### config.mk
export PLATFORM = sky130hd
export DESIGN_NAME = iir_mac_sequencer
export DESIGN_NICKNAME = d
export VERILOG_FILES = /design/src/rtl/iir_pkg.sv /design/src/rtl/valid_delay_pipe.sv /design/src/rtl/iir_mac_sequencer.sv
export SDC_FILE = /design/constraint.sdc
export NUM_CORES = 1
export LEC_CHECK = 0
export BUFFER_PORTS_ARGS = -buffer_cell sky130_fd_sc_hd__buf_2
export CAP_MARGIN = 20
export CORE_AREA = 2 2 39 41
export DETAILED_ROUTE_END_ITERATION = 12
export DIE_AREA = 0 0 41 43
export PLACE_DENSITY = 0.76
export SYNTH_ARGS = -nofsm -noshare
export SYNTH_HDL_FRONTEND = slang
export SYNTH_SLANG_ARGS = --single-unit
### constraint.sdc
create_clock -name clk -period 1.6 [get_ports clk]
set_input_delay 0.16 -clock clk [delete_from_list [all_inputs] [get_ports clk]]
set_output_delay 0.16 -clock clk [all_outputs]
set_load 0.02 [all_outputs]
### src/rtl/iir_pkg.sv
`default_nettype none
// ============================================================================
// Module   : iir_pkg
// Purpose  : Shared encodings for the 2nd-order IIR MAC sequencer: state
//            codes, tap count, coefficient/operand selector codes and the
//            default multiplier latency.
// Revision : 1.0 - initial release
// ============================================================================
package iir_pkg;

  typedef enum logic [1:0] {
    IDLE   = 2'd0,
    MAC    = 2'd1,
    DRAIN  = 2'd2,
    UPDATE = 2'd3
  } state_t;

  localparam int NUM_TAPS         = 5;
  localparam int MULT_LAT_DEFAULT = 1;

  // Selector codes shared by the coefficient mux and the operand mux.
  // Tap k pairs coefficient k with operand k.
  localparam logic [2:0] SEL_A1   = 3'd0;
  localparam logic [2:0] SEL_A2   = 3'd1;
  localparam logic [2:0] SEL_B0   = 3'd2;
  localparam logic [2:0] SEL_B1   = 3'd3;
  localparam logic [2:0] SEL_B2   = 3'd4;
  localparam logic [2:0] SEL_IDLE = 3'd5;

endpackage
`default_nettype wire

### src/rtl/valid_delay_pipe.sv
`default_nettype none
// ============================================================================
// Module   : valid_delay_pipe
// Purpose  : N-stage 1-bit shift register with synchronous reset; N=0 is a
//            combinational pass-through. Aligns control bits with the
//            multiplier pipeline.
// Revision : 1.0 - initial release
// ============================================================================
module valid_delay_pipe #(
  parameter int N = 1
) (
  input  logic clk,
  input  logic reset,
  input  logic din,
  output logic dout
);

  generate
    if (N == 0) begin : g_passthru
      // Clock and reset have no job without storage stages.
      logic w_unused;
      assign w_unused = clk ^ reset;
      assign dout     = din;
    end else begin : g_pipe
      logic [N-1:0] r_pipe;

      // Shift din through N stages; reset empties the pipe.
      always_ff @(posedge clk) begin
        if (reset) begin
          r_pipe <= '0;
        end else begin
          r_pipe[0] <= din;
          for (int i = 1; i < N; i++) begin
            r_pipe[i] <= r_pipe[i-1];
          end
        end
      end

      assign dout = r_pipe[N-1];
    end
  endgenerate

endmodule
`default_nettype wire

### src/rtl/iir_mac_sequencer.sv
`default_nettype none
// ============================================================================
// Module   : iir_mac_sequencer
// Purpose  : Steps the shared multiply-accumulate datapath of a 2nd-order IIR
//            through its five taps per sample, aligns accumulator control
//            with the multiplier latency, commands the delay-line shift and
//            flags the finished output sample.
// Revision : 1.0 - initial release
// ============================================================================
module iir_mac_sequencer
  import iir_pkg::*;
#(
  parameter int MULT_LAT = MULT_LAT_DEFAULT,
  parameter int NUM_TAPS = 5
) (
  input  logic       clk,
  input  logic       reset,
  input  logic       sample_tick,
  input  logic       ovr_clr,
  output logic [2:0] sel_const,
  output logic [2:0] sel_data,
  output logic       issue,
  output logic       acc_en,
  output logic       acc_clr,
  output logic       shift_en,
  output logic       y_valid,
  output logic       ready,
  output logic       overrun
);

  localparam logic [2:0] c_step_last  = 3'(NUM_TAPS - 1);
  // Step counter is reused to time the drain phase.
  localparam logic [2:0] c_drain_last = (MULT_LAT > 0) ? 3'(MULT_LAT - 1) : 3'd0;

  state_t     r_state;
  state_t     w_state_nxt;
  logic [2:0] r_step;
  logic [2:0] w_step_nxt;
  logic       w_idle;
  logic       w_first;
  logic       r_overrun;

  // State and step counter registers.
  always_ff @(posedge clk) begin
    if (reset) begin
      r_state <= IDLE;
      r_step  <= 3'd0;
    end else begin
      r_state <= w_state_nxt;
      r_step  <= w_step_nxt;
    end
  end

  // Next-state, step counter and per-state datapath controls.
  always_comb begin
    w_state_nxt = r_state;
    w_step_nxt  = r_step;
    w_idle      = 1'b0;
    issue       = 1'b0;
    sel_const   = SEL_IDLE;
    sel_data    = SEL_IDLE;
    shift_en    = 1'b0;
    y_valid     = 1'b0;
    case (r_state)
      IDLE: begin
        w_idle = 1'b1;
        if (sample_tick) begin
          w_state_nxt = MAC;
          w_step_nxt  = 3'd0;
        end
      end
      MAC: begin
        issue     = 1'b1;
        sel_const = r_step;
        sel_data  = r_step;
        if (r_step == c_step_last) begin
          w_step_nxt  = 3'd0;
          w_state_nxt = (MULT_LAT > 0) ? DRAIN : UPDATE;
        end else begin
          w_step_nxt = r_step + 3'd1;
        end
      end
      DRAIN: begin
        if (r_step == c_drain_last) begin
          w_step_nxt  = 3'd0;
          w_state_nxt = UPDATE;
        end else begin
          w_step_nxt = r_step + 3'd1;
        end
      end
      UPDATE: begin
        shift_en    = 1'b1;
        y_valid     = 1'b1;
        w_state_nxt = IDLE;
      end
      default: begin
        w_state_nxt = IDLE;
        w_step_nxt  = 3'd0;
      end
    endcase
  end

  // Ready is masked while reset is held so every output shows its reset value.
  assign ready   = w_idle & ~reset;
  assign w_first = issue & (r_step == 3'd0);

  // Sticky overrun: an offending tick outranks a simultaneous clear.
  always_ff @(posedge clk) begin
    if (reset) begin
      r_overrun <= 1'b0;
    end else if (sample_tick && !w_idle) begin
      r_overrun <= 1'b1;
    end else if (ovr_clr) begin
      r_overrun <= 1'b0;
    end
  end

  assign overrun = r_overrun;

  valid_delay_pipe #(.N(MULT_LAT)) u_acc_en_pipe (
    .clk   (clk),
    .reset (reset),
    .din   (issue),
    .dout  (acc_en)
  );

  valid_delay_pipe #(.N(MULT_LAT)) u_acc_clr_pipe (
    .clk   (clk),
    .reset (reset),
    .din   (w_first),
    .dout  (acc_clr)
  );

endmodule
`default_nettype wire

==> results by stage <==
Final layout:
- From synthesis to final layout, the design area changed by 17.59%.
- The total of fill cells in the finished design is 133.
- The fraction of final layout cells sized beyond drive strength 1 is 0.3151.
- The repair_antennas step left the layout with diodes totalling 0.
- The net count of the finished layout is 86.
- The share of the core filled with cells is 0.4412.
- Once layout is done, the placed cells without fillers occupy 610.6 um2.

Routing:
- Using the TritonRoute via totals, the vias-per-cell ratio works out to 4.787.
- The total routed wire length on the met1 layer is 466 um.
- The total length of routed met3 wires is 38 um.
- Dividing the detail-routed wire length by the instance count gives 11.19 um.
- The routed length on met2 is 466 um.
- For this run, design rule violations remaining after detail routing come to 0.
- The via total after detailed routing is 426.
- The uppermost layer routed is met4.
- The number of optimization iterations in the first detailed-route pass is 4.
- The count of nets left with antenna violations once routing finished came out at 0.
- The routed design has 996 um of wire.
- The number of DRC markers in iteration 0 is 3.

Placement:
- The number of buffers added on ports is 16.
- The routability congestion estimate from global placement is 0.8769.
- The post-detailed-placement cell area is 586.8 um2.
- Once detailed placement completed, the half-perimeter wirelength came to 772.7 um.

Pwr:
- The share of total power dissipated in the clock network is 0.145.
- Cell internal power was estimated by the tool at 580.6 uW.
- Summed over all nets, the switching power comes to 505.8 uW.
- The combinational share of power is 0.594.
- The sequential fraction of design power is 0.261.
- IR analysis of the VDD net gives a maximum drop of 0.8917 mV.
- For this design the ratio of total power to cell area is 1779 nW/um2.
- Of the total power, the share spent switching nets is 0.4656.
- For this design the static power due to leakage is 0.0002870 uW.
- The sum of internal, switching and leakage power is 1086 uW.

Logic synthesis:
- After synthesis, the cell types taking the most area are sky130_fd_sc_hd__dfxtp_1 31%, sky130_fd_sc_hd__ha_1 17%, sky130_fd_sc_hd__nand2b_1 8.4%.
- The average instance area after synthesis is 8.801 um2.
- The number of nets produced by synthesis is 70.
- Yosys mapped the design onto 22 distinct sky130hd cell types.
- The sequential fraction of the synthesis area is 0.3084.
- The post-synthesis instance area is 519.2 um2.
- Synthesis handed over a netlist of 59 instances.
- The leading area contributor after synthesis is sky130_fd_sc_hd__dfxtp_1.
- The share of synthesized area in the top cell type comes to 0.3084.
- The total of warnings raised by yosys is 0.
- The number of storage elements in the synthesis netlist is 8.

Hold path:
- The worst hold path class is input port to flip-flop.
- The start point of the worst hold path is ovr_clr.

Clock tree:
- The clock transition at the registers of the reported paths is 0.06 ns.
- The clock reaches the later pin of the worst-skew pair after 0.25 ns.
- The CTS tree is done.
- The deepest clock path buffer count is 2.
- The clock sink total is 8.
- Clock tree synthesis inserted a total of 3 buffers.
- The quantity of hold-fixing buffers added after cts is 0.
- The root cell of the clock tree is sky130_fd_sc_hd__clkbuf_4.
- In this run the number of H-tree levels came out at 1.

Worst setup path:
- Data arrives at the worst endpoint at 1.66 ns.
- The startpoint of the most critical register-to-register path is r_state[1].
- The critical setup path kind is flip-flop to flip-flop.
- The kind of start point of the critical path is a flip-flop.
- The kind of end point of the critical path is a flip-flop.
- The endpoint required time on the critical path is 1.75 ns.
- The timing startpoint of the critical path is r_state[1].
- The largest fanout on the critical path is 8.

Global route:
- The initial antenna violation count was 0.
- For this run the aggregate overflow at the end of global routing stands at 0.
- In the global route stage, overall resource usage came out at 0.1234.
- The pin count of the biggest net entering global routing is 11.
- The wire length of the first global-routing pass is 1.483 mm.
- The number of global-route vias before repair came to 362.

Die:
- Pin placement for this block handled 17 I/O pins.
- The initial core utilization is 0.3752.
- After floorplanning, the core was sized to cover 1384 um2.
- In this run the horizontal extent of the chip is 41 um.
- The floorplan step set the die height to 43 um.
- The number of cell rows is 14.
- The die covers 1763 um2.

Timing:
- Across all hold checks on the routed design, the worst slack comes to 0.1678 ns.
- On the final layout, the worst clock skew is 0.002463 ns.
- For the final routed database, the setup TNS stands at 0 ns.
- The total setup violations reported at the end of the flow is 0.
- The post-route fraction of the period consumed by the critical path is 0.9432.
- The transition time at the pin with the least slew margin is 0.2993 ns.
- The total count of max-transition violations in the final report is 0.
- The worst pin sits at a relative slew slack of 0.7983.
- The number of hold-slack violations in the final timing report is 0.
- The worst path in the final design needs a cycle of 1.509 ns, including I/O delays and setup.
- The maximum operating frequency is 662.7 MHz.
- Setup repair after global routing could not meet its margin everywhere.

Outcome:
- The run finished with clean final reports.

Flow run:
- Max-cap violations in this run came to 0.
==> kinds of logic (layout without fill, tap and decap cells) <==
family                     after synthesis  in the layout  share of synthesized area
buffers and inverters                   10             24                     0.1036
adders and majority gates                7              7                     0.1687
AOI/OAI and AO/OA                       14             14                     0.2072
and+or+nand+nor                         20             20                     0.2121
DFF                                      8              8                     0.3084
==> critical path, cell delays in order, from the launching register on <==
cell                       delay [ns]
sky130_fd_sc_hd__dfxtp_1         0.32
sky130_fd_sc_hd__inv_1           0.12
sky130_fd_sc_hd__ha_2            0.26
sky130_fd_sc_hd__a21boi_1        0.21
sky130_fd_sc_hd__o22ai_2         0.14
sky130_fd_sc_hd__and3_1          0.19
sky130_fd_sc_hd__o21ba_1         0.17
==> path summary, 6_finish.rpt <==
kind / endpoint / slack (ns) / depth (start not counted)
max: r_state[1] / 0.09 / 6
min: overrun / 0.17 / 3
max reg2reg: r_state[1] / 0.09 / 6
min reg2reg: r_step[0] / 0.48 / 1
==> layout by cell type (no fill, tap or decap) <==
cell,netlist,final
sky130_fd_sc_hd__nor2b_1,3,3
sky130_fd_sc_hd__clkbuf_4,0,3
sky130_fd_sc_hd__buf_2,1,16
sky130_fd_sc_hd__o22ai_1,1,1
sky130_fd_sc_hd__o2bb2ai_1,2,2
sky130_fd_sc_hd__nor3_1,1,1
sky130_fd_sc_hd__a21oi_1,4,4
sky130_fd_sc_hd__o21ba_1,1,1
sky130_fd_sc_hd__ha_1,7,6
sky130_fd_sc_hd__dfxtp_1,8,7
sky130_fd_sc_hd__a311oi_1,1,1
sky130_fd_sc_hd__ha_2,0,1
sky130_fd_sc_hd__o22ai_2,1,1
sky130_fd_sc_hd__and2_1,1,1
sky130_fd_sc_hd__o21ai_0,2,2
sky130_fd_sc_hd__nor2_1,2,2
sky130_fd_sc_hd__a21boi_1,1,1
sky130_fd_sc_hd__nand2b_1,7,7
sky130_fd_sc_hd__a311oi_2,1,1
sky130_fd_sc_hd__inv_1,5,5
sky130_fd_sc_hd__nor3b_1,1,1
sky130_fd_sc_hd__dfxtp_2,0,1
sky130_fd_sc_hd__nand2_1,4,4
sky130_fd_sc_hd__and3_1,1,1
==> registers in the layout, summed over array words and instances, names as in the netlist <==
signal,cells
r_step,3
overrun,1
u_acc_en_pipe.dout,1
u_acc_clr_pipe.dout,1
r_state,2
==> timing repair <==
item,4_1_cts,5_1_grt
buffers inserted,0,0
endpoints found under the setup margin,0,4
gates resized for setup,0,1
hold endpoints to repair,0,0
==> power groups by stage <==
stage	clock, uW	sequential [uW]	combinational [uW]
after floorplan	0	306	494
after global placement	0	282	627
after detailed placement	0	285	643
after CTS	162	280	647
after global routing	171	289	713
final	158	284	645
==> synthesized netlist by cell type (all sizes together) <==
library cell,n
nor2b,3
dfxtp,8
o2bb2ai,2
nand2,4
and3,1
a21oi,4
nand2b,7
inv,5
buf,5
o21ba,1
o22ai,2
o21ai,2
nor3b,1
and2,1
nor2,2
ha,7
nor3,1
a311oi,2
a21boi,1
==> metal layers <==
metal,vias up,GRT usage
met4,0,0.06000
met2,13,0.1938
met1,182,0.1474
li1,227,-
met5,-,0
met3,4,0.03141
==> stage by stage <==
| stage | setup WS, ns | instances |
|---|---|---|
| after floorplan | 0.05850 | 59 |
| after global placement | 0.08529 | 86 |
| after detailed placement | 0.03562 | 86 |
| after CTS | 0.03339 | 89 |
| after global routing | -0.02555 | 89 |
| final | 0.09093 | 89 |
==> final cells by class <==
type	instances	area, um2	share of cell area
Sequential cell	8	161.4	0.2643
Multi-Input combinational cell	41	307.8	0.5041
Tap cell	16	20.02	0.03279
Clock buffer	3	22.52	0.03689
Inverter	5	18.77	0.03074
Timing Repair Buffer	16	80.08	0.1311
Note: power is estimated with default switching activity, not from simulation.
